==> config.mk <==
export PLATFORM = sky130hd
export DESIGN_NAME = sliding_pattern_detector_flat
export DESIGN_NICKNAME = d
export VERILOG_FILES = /design/src/rtl/sliding_pattern_detector_pkg.sv /design/src/rtl/sliding_pattern_detector_if.sv /design/src/rtl/sliding_pattern_detector_channel.sv /design/src/rtl/sliding_pattern_detector.sv /design/src/flat_wrapper.sv
export SDC_FILE = /design/constraint.sdc
export NUM_CORES = 1
export LEC_CHECK = 0
export CAP_MARGIN = 30
export CORE_UTILIZATION = 40
export CTS_CLUSTER_DIAMETER = 80
export DETAILED_ROUTE_END_ITERATION = 7
export PLACE_DENSITY_LB_ADDON = 0.25
export SLEW_MARGIN = 5
export SYNTH_ARGS = -nofsm -noshare
export SYNTH_HDL_FRONTEND = slang
export SYNTH_HIERARCHICAL = 1
export SYNTH_SLANG_ARGS = --single-unit
==> constraint.sdc <==
create_clock -name clk -period 2.3 [get_ports clk]
set_input_delay 0.23 -clock clk [delete_from_list [all_inputs] [get_ports clk]]
set_output_delay 0.23 -clock clk [all_outputs]
set_load 0.01 [all_outputs]
==> src/rtl/sliding_pattern_detector_pkg.sv <==
// Shared types and constants for the sliding pattern detector.
// SWD_HIT_COUNT_EN (see top) enables the per-channel hit counters.
package swd_pkg;

    typedef enum logic {
        SWD_OVERLAP    = 1'b0,
        SWD_NONOVERLAP = 1'b1
    } swd_mode_e;

    localparam int unsigned SWD_HIT_W   = 8;
    localparam int unsigned SWD_HIT_MAX = 255;

endpackage

==> src/rtl/sliding_pattern_detector_if.sv <==
// Bit-stream, configuration and result signals of the sliding pattern detector.
// master drives stimulus and configuration; slave is the detector side.
interface sliding_pattern_detector_if #(
    parameter int unsigned W  = 4,
    parameter int unsigned CH = 2
);
    localparam int unsigned SelW = (CH > 1) ? $clog2(CH) : 1;
    localparam int unsigned CntW = $clog2(W + 1);

    logic                in_valid;
    logic                in_bit;
    logic                cfg_we;
    logic [SelW-1:0]     cfg_sel;
    logic [W-1:0]        cfg_pat;
    logic [W-1:0]        cfg_mask;
    logic                cfg_mode;
    logic [CH-1:0]       dec;
    logic [CntW-1:0]     ones_cnt;
    logic [8*CH-1:0]     hit_cnt;

    modport master (
        output in_valid, in_bit, cfg_we, cfg_sel, cfg_pat, cfg_mask, cfg_mode,
        input  dec, ones_cnt, hit_cnt
    );

    modport slave (
        input  in_valid, in_bit, cfg_we, cfg_sel, cfg_pat, cfg_mask, cfg_mode,
        output dec, ones_cnt, hit_cnt
    );
endinterface

==> src/rtl/sliding_pattern_detector_channel.sv <==
// One pattern channel: holds its pattern/mask/mode, non-overlap holdoff and hit counter.
// The hit counter exists only when SWD_HIT_COUNT_EN is defined.
module swd_channel
    import swd_pkg::*;
#(
    parameter int unsigned W = 4
) (
    input  logic                 clk,
    input  logic                 rst,
    input  logic [W-1:0]         next_win_i,
    input  logic                 win_full_i,
    input  logic                 in_valid_i,
    input  logic                 cfg_we_i,
    input  logic [W-1:0]         cfg_pat_i,
    input  logic [W-1:0]         cfg_mask_i,
    input  swd_mode_e            cfg_mode_i,
    output logic                 dec_o,
    output logic [SWD_HIT_W-1:0] hit_cnt_o
);
    localparam int unsigned HoldW = $clog2(W);
    localparam logic [HoldW-1:0] HoldLoad = HoldW'(W - 1);

    logic [W-1:0]     pat_q, pat_d, mask_q, mask_d;
    swd_mode_e        mode_q, mode_d;
    logic [HoldW-1:0] hold_q, hold_d;
    logic             dec_q, dec_d;
    logic             match;

    // Match always uses the stored config, so a same-cycle write only affects later bits.
    assign match = in_valid_i && win_full_i && (((next_win_i ^ pat_q) & mask_q) == '0)
                   && (hold_q == '0);

    always_comb begin
        pat_d  = pat_q;
        mask_d = mask_q;
        mode_d = mode_q;
        hold_d = hold_q;
        dec_d  = match;
        if (cfg_we_i) begin
            pat_d  = cfg_pat_i;
            mask_d = cfg_mask_i;
            mode_d = cfg_mode_i;
            hold_d = '0;
        end else if (in_valid_i) begin
            if (match && (mode_q == SWD_NONOVERLAP)) begin
                hold_d = HoldLoad;
            end else if (hold_q != '0) begin
                hold_d = hold_q - 1'b1;
            end
        end
    end

    always_ff @(posedge clk or posedge rst) begin
        if (rst) begin
            pat_q  <= '0;
            mask_q <= '0;
            mode_q <= SWD_OVERLAP;
            hold_q <= '0;
            dec_q  <= 1'b0;
        end else begin
            pat_q  <= pat_d;
            mask_q <= mask_d;
            mode_q <= mode_d;
            hold_q <= hold_d;
            dec_q  <= dec_d;
        end
    end

    assign dec_o = dec_q;

`ifdef SWD_HIT_COUNT_EN
    logic [SWD_HIT_W-1:0] hit_q, hit_d;

    always_comb begin
        hit_d = hit_q;
        if (cfg_we_i) begin
            hit_d = '0;
        end else if (match && (hit_q != SWD_HIT_W'(SWD_HIT_MAX))) begin
            hit_d = hit_q + 1'b1;
        end
    end

    always_ff @(posedge clk or posedge rst) begin
        if (rst) begin
            hit_q <= '0;
        end else begin
            hit_q <= hit_d;
        end
    end

    assign hit_cnt_o = hit_q;
`else
    assign hit_cnt_o = '0;
`endif

endmodule

==> src/rtl/sliding_pattern_detector.sv <==
// Serial W-bit sliding window with CH maskable pattern channels and a running popcount.
// Define SWD_HIT_COUNT_EN to build the per-channel 8-bit hit counters.
module sliding_pattern_detector
    import swd_pkg::*;
#(
    parameter int unsigned W  = 4,
    parameter int unsigned CH = 2
) (
    input logic                  clk,
    input logic                  rst,
    sliding_pattern_detector_if.slave bus
);
    localparam int unsigned SelW = (CH > 1) ? $clog2(CH) : 1;
    localparam int unsigned CntW = $clog2(W + 1);
    localparam logic [CntW-1:0] FillMax = CntW'(W);

    logic [W-1:0]              win_q, win_d, next_win;
    logic [CntW-1:0]           fill_q, fill_d, ones_q, ones_d;
    logic                      win_full;
    logic [CH-1:0]             cfg_we_w, dec_w;
    logic [SWD_HIT_W*CH-1:0]   hit_w;

    always_comb begin
        next_win = {win_q[W-2:0], bus.in_bit};
        win_d    = win_q;
        fill_d   = fill_q;
        ones_d   = ones_q;
        if (bus.in_valid) begin
            win_d = next_win;
            if (fill_q != FillMax) begin
                fill_d = fill_q + 1'b1;
            end
            // Running popcount: add the new bit, drop the one falling off the MSB.
            ones_d = ones_q + CntW'(bus.in_bit) - CntW'(win_q[W-1]);
        end
    end

    assign win_full = (fill_d == FillMax);

    always_comb begin
        cfg_we_w = '0;
        for (int c = 0; c < CH; c++) begin
            cfg_we_w[c] = bus.cfg_we && (bus.cfg_sel == SelW'(c));
        end
    end

    always_ff @(posedge clk or posedge rst) begin
        if (rst) begin
            win_q  <= '0;
            fill_q <= '0;
            ones_q <= '0;
        end else begin
            win_q  <= win_d;
            fill_q <= fill_d;
            ones_q <= ones_d;
        end
    end

    for (genvar c = 0; c < CH; c++) begin : g_ch
        swd_channel #(
            .W(W)
        ) u_ch (
            .clk        (clk),
            .rst        (rst),
            .next_win_i (next_win),
            .win_full_i (win_full),
            .in_valid_i (bus.in_valid),
            .cfg_we_i   (cfg_we_w[c]),
            .cfg_pat_i  (bus.cfg_pat),
            .cfg_mask_i (bus.cfg_mask),
            .cfg_mode_i (swd_mode_e'(bus.cfg_mode)),
            .dec_o      (dec_w[c]),
            .hit_cnt_o  (hit_w[SWD_HIT_W*c +: SWD_HIT_W])
        );
    end

    assign bus.dec      = dec_w;
    assign bus.ones_cnt = ones_q;
    assign bus.hit_cnt  = hit_w;

endmodule

==> src/flat_wrapper.sv <==
// flat-port wrapper written by rule: the top's interface ports become plain ports
module sliding_pattern_detector_flat import swd_pkg::*;
#(
    parameter int unsigned W  = 4,
    parameter int unsigned CH = 2
)
  (clk, rst, bus_in_valid, bus_in_bit, bus_cfg_we, bus_cfg_sel, bus_cfg_pat, bus_cfg_mask, bus_cfg_mode, bus_dec, bus_ones_cnt, bus_hit_cnt);
  sliding_pattern_detector_if #(.W(W), .CH(CH)) bus_i ();
  input logic clk;
  input logic rst;
  input wire logic [$bits(bus_i.in_valid)-1:0] bus_in_valid;
  input wire logic [$bits(bus_i.in_bit)-1:0] bus_in_bit;
  input wire logic [$bits(bus_i.cfg_we)-1:0] bus_cfg_we;
  input wire logic [$bits(bus_i.cfg_sel)-1:0] bus_cfg_sel;
  input wire logic [$bits(bus_i.cfg_pat)-1:0] bus_cfg_pat;
  input wire logic [$bits(bus_i.cfg_mask)-1:0] bus_cfg_mask;
  input wire logic [$bits(bus_i.cfg_mode)-1:0] bus_cfg_mode;
  output wire logic [$bits(bus_i.dec)-1:0] bus_dec;
  output wire logic [$bits(bus_i.ones_cnt)-1:0] bus_ones_cnt;
  output wire logic [$bits(bus_i.hit_cnt)-1:0] bus_hit_cnt;
  assign bus_i.in_valid = bus_in_valid;
  assign bus_i.in_bit = bus_in_bit;
  assign bus_i.cfg_we = bus_cfg_we;
  assign bus_i.cfg_sel = bus_cfg_sel;
  assign bus_i.cfg_pat = bus_cfg_pat;
  assign bus_i.cfg_mask = bus_cfg_mask;
  assign bus_i.cfg_mode = bus_cfg_mode;
  assign bus_dec = bus_i.dec;
  assign bus_ones_cnt = bus_i.ones_cnt;
  assign bus_hit_cnt = bus_i.hit_cnt;
  sliding_pattern_detector #(.W(W), .CH(CH)) u_core (.clk(clk), .rst(rst), .bus(bus_i));
endmodule
Word level (Yosys, flattened, before mapping)
Cells that the tools add are included.
{"block": "totals", "ff_bits": 34, "latchBits": 0, "ramBits": 0, "romBits": 0, "input_bits": 15, "out_inout_bits": 21, "elab_cells": 56, "mem_count": 0}
{"block": "op_classes", "n_addsub": 5, "multipliers": 0, "n_div": 0, "magnitude_cmp": 0, "n_eq_ne": 2, "shift": 0, "n_mux": 10, "n_bitwise": 5, "n_reduce_logical": 21}
{"cell": "two-way mux 2 bit", "count": 8}
{"cell": "logical AND 1 bit", "count": 9}
{"cell": "AND 4 bit", "count": 2}
{"cell": "logical NOT 4 bit", "count": 2}
{"cell": "nonzero test 2 bit", "count": 4}
{"cell": "bitwise XOR 4 bit", "count": 2}
{"cell": "two-way mux 3 bit", "count": 2}
{"cell": "nonzero test 3 bit", "count": 2}
{"cell": "logical NOT 2 bit", "count": 2}
{"cell": "AND reduction 2 bit", "count": 2}
{"cell": "subtractor 2 x 1 -> 2 bit, second input constant", "count": 2}
{"cell": "adder 3 x 1 -> 3 bit", "count": 1}
{"cell": "adder 3 x 1 -> 3 bit, second input constant", "count": 1}
{"cell": "== test 3 bit, second input constant", "count": 1}
{"cell": "!= test 3 bit, second input constant", "count": 1}
{"cell": "subtractor 3 x 1 -> 3 bit", "count": 1}
{"cell": "inverter 1 bit", "count": 1}

Depth between registers and ports, before layout
Gate-level depths: netlist of the first run.
{"block": "logic_depth", "ltp_word": 11, "mapped_depth": 9}

By module
Netlist of the first run, hierarchy kept.
{"module": "swd_channel (u_core.g_ch[0].u_ch)", "n_inst": 1, "cells_per_inst": 53, "area_per_inst_um2": 613.1}
{"module": "swd_channel (u_core.g_ch[1].u_ch)", "n_inst": 1, "cells_per_inst": 52, "area_per_inst_um2": 611.8}
{"module": "sliding_pattern_detector", "n_inst": 1, "cells_per_inst": 44, "area_per_inst_um2": 509.2}

Worst setup path before layout of the first run
Ideal clock, no wire load.
{"block": "synth_path", "path_type": "register to register", "startpoint": "register u_core.fill_q[0]", "endpoint": "register u_core.g_ch[0].u_ch.hold_q[1]", "setup_time_ns": 0.128, "arrival_ns": 1.817, "required_time_ns": 2.172, "path_slack_ns": 0.356, "stages_incl_launch_ff": 10, "n_path_buf": 0, "period_less_slack_ns": 1.944, "path_cell_list": "dfrtp_1 > inv_1 > ha_1 > nand2_1 > o21ai_1 > a2111oi_2 > nand3_1 > a21oi_1 > a32oi_1 > mux2_1"}
{"block": "synth_between", "elab_chain_cells": 11, "word_cells_on_any_way": 14, "classes_between": "1 x add/sub; 2 x eq/ne; 5 x mux; 6 x reduce/logical"}
{"item": "start: declaration", "line": "sliding_pattern_detector.sv:18", "rtl": "logic [CntW-1:0] fill_q, fill_d, ones_q, ones_d;"}
{"item": "start signal: assignment", "line": "sliding_pattern_detector.sv:54", "rtl": "fill_q <= fill_d;"}
{"item": "adder 3 x 1 -> 3 bit or != test 3 bit (tied branches)", "line": "sliding_pattern_detector.sv:31, sliding_pattern_detector.sv:30"}
{"item": "two-way mux 3 bit *", "line": "sliding_pattern_detector.sv:30", "rtl": "if (fill_q != FillMax) begin"}
{"item": "two-way mux 3 bit *", "line": "sliding_pattern_detector.sv:28", "rtl": "if (bus.in_valid) begin"}
{"item": "net u_core.fill_d[1]", "line": "sliding_pattern_detector.sv:18"}
{"item": "== test 3 bit *", "line": "sliding_pattern_detector.sv:38", "rtl": "assign win_full = (fill_d == FillMax);"}
{"item": "net u_core.win_full", "line": "sliding_pattern_detector.sv:19", "rtl": "logic win_full;"}
{"item": "logical AND 1 bit * (2 in a row)", "line": "sliding_pattern_detector_channel.sv:30", "rtl": "assign match = in_valid_i && win_full_i && (((next_win_i ^ pat_q) & mask_q) == '0)"}
{"item": "logical AND 1 bit *", "line": "sliding_pattern_detector_channel.sv:31", "rtl": "&& (hold_q == '0);"}
{"item": "logical AND 1 bit *", "line": "sliding_pattern_detector_channel.sv:45", "rtl": "if (match && (mode_q == SWD_NONOVERLAP)) begin"}
{"item": "two-way mux 2 bit", "line": "sliding_pattern_detector_channel.sv:45"}
{"item": "two-way mux 2 bit", "line": "sliding_pattern_detector_channel.sv:44", "rtl": "end else if (in_valid_i) begin"}
{"item": "two-way mux 2 bit", "line": "sliding_pattern_detector_channel.sv:39", "rtl": "if (cfg_we_i) begin"}
{"item": "end signal: assignment", "line": "sliding_pattern_detector_channel.sv:64", "rtl": "hold_q <= hold_d;"}
{"item": "end: declaration", "line": "sliding_pattern_detector_channel.sv:25", "rtl": "logic [HoldW-1:0] hold_q, hold_d;"}
Mark *: on every way through the listed nets, which the timed path passes. The rest lies on a longest branch. The select of a mux whose other input is x is not followed.
A chain may end at the register's enable or synchronous reset.

Worst setup path after layout of the first run
{"block": "layout_path", "startpoint": "register u_core.fill_q[0]", "endpoint": "register u_core.g_ch[0].u_ch.hold_q[1]"}
{"block": "layout_between", "elab_chain_cells": 11, "word_cells_on_any_way": 14, "classes_between": "1 x add/sub; 2 x eq/ne; 5 x mux; 6 x reduce/logical"}
{"item": "adder 3 x 1 -> 3 bit or != test 3 bit (tied branches)", "line": "sliding_pattern_detector.sv:31, sliding_pattern_detector.sv:30"}
{"item": "two-way mux 3 bit", "line": "sliding_pattern_detector.sv:30"}
{"item": "two-way mux 3 bit *", "line": "sliding_pattern_detector.sv:28"}
{"item": "== test 3 bit *", "line": "sliding_pattern_detector.sv:38"}
{"item": "net u_core.win_full", "line": "sliding_pattern_detector.sv:19"}
{"item": "logical AND 1 bit * (2 in a row)", "line": "sliding_pattern_detector_channel.sv:30"}
{"item": "logical AND 1 bit *", "line": "sliding_pattern_detector_channel.sv:31"}
{"item": "logical AND 1 bit *", "line": "sliding_pattern_detector_channel.sv:45"}
{"item": "two-way mux 2 bit", "line": "sliding_pattern_detector_channel.sv:45"}
{"item": "two-way mux 2 bit", "line": "sliding_pattern_detector_channel.sv:44"}
{"item": "two-way mux 2 bit", "line": "sliding_pattern_detector_channel.sv:39"}
Marks and branches as above.

==> results of run 1 <==
## sequential cells by signal, summed over array words and instances, names as in the netlist
register	cells
u_core/bus.ones_cnt	3
u_core/fill_q	3
u_core/g_ch.u_ch/dec_o	2
u_core/g_ch.u_ch/hold_q	4
u_core/g_ch.u_ch/mask_q	8
u_core/g_ch.u_ch/mode_q	2
u_core/g_ch.u_ch/pat_q	8
u_core/win_q	4
## worst max-delay path: stages (launching register included)
cell and delay, ns:
dfrtp_1 0.38, ha_1 0.19, and2_1 0.17, buf_4 0.14, a2111oi_2 0.35, nand3_1 0.12, a21oi_1 0.19, a32oi_1 0.15
mux2_1 0.32
## kinds of logic (layout without fill, tap and decap cells)
| family | after synthesis | count (layout) | share of synthesized area [%] |
|---|---|---|---|
| multiplexers | 25 | 25 | 16.2 |
| XOR/XNOR | 11 | 11 | 5.56 |
| AND/OR/NAND/NOR | 23 | 23 | 6.49 |
| flip-flops | 34 | 34 | 49.1 |
| other | 2 | 16 | 0.433 |
| AO/OA/AOI/OAI | 15 | 15 | 6.35 |
| buffers and inverters | 32 | 47 | 10.5 |
| adder cells (fa/ha/maj) | 7 | 7 | 5.48 |
## layout by cell type (no fill, tap or decap), types with 3 or more instances in the layout
cell,count
nor2b_1,3
mux2_2,18
clkbuf_8,5
nor2_1,8
ha_1,6
a21oi_1,4
mux2_1,6
buf_4,7
clkdlybuf4s50_1,19
inv_1,13
conb_1,16
xor2_1,9
dfrtp_1,34
nand2_1,3
nand3_1,4
## metal layers
| layer | vias up | track usage [%] |
|---|---|---|
| met4 | 0 | 5.47 |
| met1 | 544 | 18.1 |
| met2 | 37 | 29.1 |
| met3 | 5 | 5.00 |
| met5 | - | 0 |
| li1 | 520 | - |
## metrics by stage
| step | cells | total power (W) | worst slack, ns | utilization [%] | cell area (um2) |
|---|---|---|---|---|---|
| 2_1_floorplan | 163 | 0.00133 | 0.356 | - | 1790 |
| 3_3_place_gp | 220 | 0.00151 | 0.0824 | 47.9 | 1960 |
| 3_5_place_dp | 220 | 0.00157 | 0.0110 | 47.9 | 1960 |
| 6_report | 228 | 0.00220 | 0.179 | 51.3 | 2100 |
| 4_1_cts | 228 | 0.00223 | 0.161 | 51.3 | 2100 |
| 5_1_grt | 228 | 0.00236 | 0.0533 | 51.3 | 2100 |
## cell type report
cell class / instances / share of cell area, %
clock buffer: 5 / 3.28
clock inverter: 3 / 3.28
inverter: 13 / 2.33
multi-input combinational: 97 / 36.0
sequential: 34 / 40.6
tap: 50 / 2.98
timing repair buffer: 26 / 11.6
## worst paths after layout
kind                                                 end                   start
max in group asynchronous  u_core/g_ch[0].u_ch/mask_q[3]                     rst
max                        u_core/g_ch[0].u_ch/hold_q[1]        u_core/fill_q[0]
min in group clk                  u_core/bus.ones_cnt[2]  u_core/bus.ones_cnt[2]
min reg2reg                       u_core/bus.ones_cnt[2]  u_core/bus.ones_cnt[2]
max reg2reg                u_core/g_ch[0].u_ch/hold_q[1]        u_core/fill_q[0]
min                                      u_core/win_q[1]                     rst
## power by group through the flow
stage                     clock network, W  logic [W]  registers [W]
after floorplan                          0   0.000484       0.000850
after global placement                   0   0.000655       0.000853
after detailed placement                 0   0.000703       0.000863
after CTS                         0.000673   0.000705       0.000853
after global routing              0.000707   0.000783       0.000874
final                             0.000654   0.000693       0.000851
==> results.toml, run 1 <==
[status]
outcome = "completed"

[yosys]
syn-cell-area_um2 = 1730
yosysTopAreaCell = "dfrtp_1"
synth-seq-cells = 34
yosysWarnings = 6
syn_inst = 149
ys.flop_type = "dfrtp_1"
synthTopCellsByArea = "dfrtp_1 49%, mux2_2 12%, buf_4 6.9%, xor2_1 4.5%, ha_1 4.3%"
synth-edff-count = 0
ys_types = 29
yosys-top-cells-count = "34 x dfrtp_1, 18 x mux2_2, 16 x buf_4"
synth_most_common_cell = "dfrtp_1"
yosysTopAreaCellShare_pct = 49.1
syn_avg_cell_area_um2 = 11.6
synth-async-reset-ratio_pct = 100
yosysSeqAreaShare_pct = 49.1

[sta]
period_needed_ns = 2.12
setup_viol = 0
finalSetupTns_ns = 0
period_share_pct = 92.2
rsz0062_at_grt = "false"
worstMarginPinSlew_ns = 0.543
finalClockSkew_ns = 0.00990
slew_violations = 0
fmax_mhz = 472
max_slew_margin_pct = 63.8
whs_ns = 0.284
hold_viol_final = 0

[critical_path]
r2r_cells = 8
cp.arrival_ns = 2.29
cp-start-kind = "flop"
path_class = "reg2reg"
rrSetupSlack_ns = 0.18
worstPathRequired_ns = 2.47
worstPathMaxFanout = 2
cp-end-kind = "flop"

[clock_network]
h-tree-depth = 2
cts_sinks = 34
clk_pin_slew_ns = 0.08
cts_tree = "done"
clk_latency_ns = 0.29
post_cts_buffers = 0
cts_root_buf = "clkbuf_8"
hold_buffers = 0
clockBufferDepth = 2
cts_buffers = 5
ctsResizeCount = 0

[route]
first_pass_iters = 4
dr.max_layer_used = "met4"
drc = 0
wl_per_cell_um = 13.4
met2RoutedLength_mm = 1.65
drt-met1-wl_mm = 1.22
ant_nets = 0
met3_length_um = 154
drt-total-wl_mm = 3.06
drtIter0Drc = 19
vias_per_cell = 4.85
vias = 1106

[cells_and_area]
fillCellCount = 372
final-seq-area_um2 = 851
nets = 199
synthToLayoutAreaGrowth_pct = 20.9
antenna_cells = 0
multi_input_area_um2 = 754
layout-drive-gt1-share_pct = 20.8

[floorplan]
rows = 23
fp.dieW_um = 67.8
die-area_um2 = 4600
core-area_um2 = 4090
die_y_um = 67.8
io_pins = 36
initial_core_util_pct = 42.4

[min_path]
hp-class = "in2async"

[placed_design]
io_buffers = 19
gp_congestion = 0.792
place_hpwl_mm = 2.37

[power_and_ir_drop]
ir_worst_vdd_mv = 0.424
power_density_nw_per_um2 = 1050
swShare_pct = 30.2
p_leak_nw = 0.957
comb_power_share_pct = 31.5
netSwitchingPower_w = 0.000663
pwr-share-seq_pct = 38.7
pwr-share-clk_pct = 29.7
p_int_w = 0.00154

[global_route]
grtUsageTotal_pct = 16.2
grt_antenna_before_repair = 0
grt_pass1_vias = 1184
overflow = 0
grt_pass1_wl_mm = 5.28
grt_max_degree = 13

[job]
cap_violations = 0
No activity file was read; power rests on OpenSTA's default activity.
==> run 2, diff against run 1 <==
--- a/config.mk
+++ b/config.mk
@@ -15,3 +15,4 @@
 export SYNTH_HDL_FRONTEND = slang
 export SYNTH_HIERARCHICAL = 1
 export SYNTH_SLANG_ARGS = --single-unit
+export TNS_END_PERCENT = 20
==> results of run 2 <==
The final DEF is identical to that of run 1; final timing and power are the same.
==> run 3, diff against run 2 <==
--- a/config.mk
+++ b/config.mk
@@ -6,7 +6,7 @@
 export NUM_CORES = 1
 export LEC_CHECK = 0
 export CAP_MARGIN = 30
-export CORE_UTILIZATION = 40
+export CORE_UTILIZATION = 50
 export CTS_CLUSTER_DIAMETER = 80
 export DETAILED_ROUTE_END_ITERATION = 7
 export PLACE_DENSITY_LB_ADDON = 0.25
==> run 3 against run 2 <==
- die area fell by 19%
- critical endpoint unchanged
- utilization rose by 8.8 points
- via count fell by 2.3%
- largest power group unchanged
- critical path type unchanged
==> results.toml, run 3 (synthesis gave the netlist of run 1 again) <==
[power_and_ir_drop]
power_w = 0.00187
p_leak_nw = 0.919
ir_worst_vdd_mv = 0.429
power_density_nw_per_um2 = 932

[critical_path]
slowest_delay_ns = 0.40
worstPathMaxFanout = 2
path_class = "reg2reg"
slowest_stage = "dfrtp_1"
reg2reg_from = "u_core/fill_q[0]"
path_delay_family = "compound AO/OA/AOI/OAI gates"
cp-start-kind = "flop"
worstPathRequired_ns = 2.54
crit_chain = "ha_1, and2_1, buf_4, a2111oi_2, nand3_1, a21oi_1, a32oi_1, mux2_1"
cp.arrival_ns = 2.39
critPathBufInv = 1
crit_start = "u_core/fill_q[0]"
cp-end-kind = "flop"

[cells_and_area]
synthToLayoutAreaGrowth_pct = 15.7
layout_common_cells = "34 x dfrtp_1, 19 x clkdlybuf4s50_1, 18 x mux2_2"
layout_commonest_cell = "dfrtp_1"
top_regs = "u_core/g_ch.u_ch/mask_q x8, u_core/g_ch.u_ch/pat_q x8"
antenna_cells = 0
fin_cells = 223
layout-drive-gt1-share_pct = 19.8
nets = 198

[sta]
rsz0062_at_grt = "false"
period_needed_ns = 2.15
fmax_mhz = 465
finalClockSkew_ns = 0.0141
worstMarginPinSlew_ns = 0.599
hold_viol_final = 0
setup_viol = 0
max_slew_margin_pct = 60.1
period_share_pct = 93.5
finalSetupTns_ns = 0
slew_violations = 0

[floorplan]
fp.dieW_um = 60.9
die_y_um = 60.9
die-area_um2 = 3710
initial_core_util_pct = 52.0
io_pins = 36
core-area_um2 = 3340
rows = 21

[route]
first_pass_iters = 4
vias = 1081
ant_nets = 0
drt-total-wl_mm = 2.97
drc = 0
vias_per_cell = 4.85
wl_per_cell_um = 13.3
drtIter0Drc = 44

[clock_network]
post_cts_buffers = 0
cts_sinks = 34
clk_pin_slew_ns = 0.11
h-tree-depth = 2
clk_latency_ns = 0.34
cts_buffers = 5
ctsResizeCount = 0
cts_tree = "done"
clockBufferDepth = 2
cts_root_buf = "clkbuf_4"
hold_buffers = 0

[placed_design]
place.detailed.instances = 215
place_hpwl_mm = 2.28
gp_congestion = 0.765
io_buffers = 19

[global_route]
grt_pass1_vias = 1154
grt_pass1_wl_mm = 5.04
grtUsageTotal_pct = 19.9
grt_antenna_before_repair = 0
overflow = 0
grt_max_degree = 13

[job]
cap_violations = 0

[min_path]
hp-class = "in2async"

[status]
outcome = "completed"
-- run 3: area by class of cell --
cell class / instances / area [um2]
clock buffer: 7 / 55.1
sequential: 34 / 851
fill: 298 / 1330
clock inverter: 1 / 5.00
tap: 46 / 57.6
multi-input combinational: 97 / 754
inverter: 13 / 48.8
timing repair buffer: 25 / 235
-- run 3: report_power, final --
group	switching [W]	internal [W]	leakage (nW)
Clock	0.000194	0.000148	0.0353
Sequential	0.000104	0.000744	0.407
Combinational	0.000333	0.000346	0.477
-- run 3: worst paths after layout --
path,to,slack (ns),cells after the start
max,u_core/g_ch[0].u_ch/hold_q[1],0.15,8
min reg2reg,u_core/bus.ones_cnt[2],0.48,1
max in group asynchronous,u_core/g_ch[0].u_ch/pat_q[0],1.66,2
min,u_core/bus.ones_cnt[2],0.21,2
min in group clk,u_core/bus.ones_cnt[2],0.48,1
max reg2reg,u_core/g_ch[0].u_ch/hold_q[1],0.15,8
-- run 3: layer usage --
layer / wire length, um / GRT usage (%) / vias up / part of all wire [%]
li1: - / - / 525 / -
met1: 1180 / 21.2 / 526 / 40
met2: 1620 / 36.3 / 23 / 55
met3: 91 / 4.48 / 7 / 3.1
met4: 66 / 10.7 / 0 / 2.2
met5: 0 / 0 / - / 0
-- run 3: worst reg2reg max path, stage by stage, from the launching register on --
cell and delay (ns):
dfrtp_1 0.40, ha_1 0.18, and2_1 0.16, buf_4 0.14, a2111oi_2 0.38, nand3_1 0.12, a21oi_1 0.19, a32oi_1 0.14
mux2_1 0.33
-- run 3: metrics by stage --
| step | utilization [%] | area [um2] | hold slack, ns | setup slack [ns] |
|---|---|---|---|---|
| CTS | 60.1 | 2010 | 0.221 | 0.162 |
| finish | 60.1 | 2010 | 0.214 | 0.150 |
| detailed placement | 58.3 | 1950 | 0.463 | 0.0408 |
| global placement | 58.3 | 1950 | 0.460 | 0.113 |
| global route | 60.1 | 2010 | 0.267 | 0.00833 |
| floorplan | - | 1790 | 0.0702 | 0.356 |
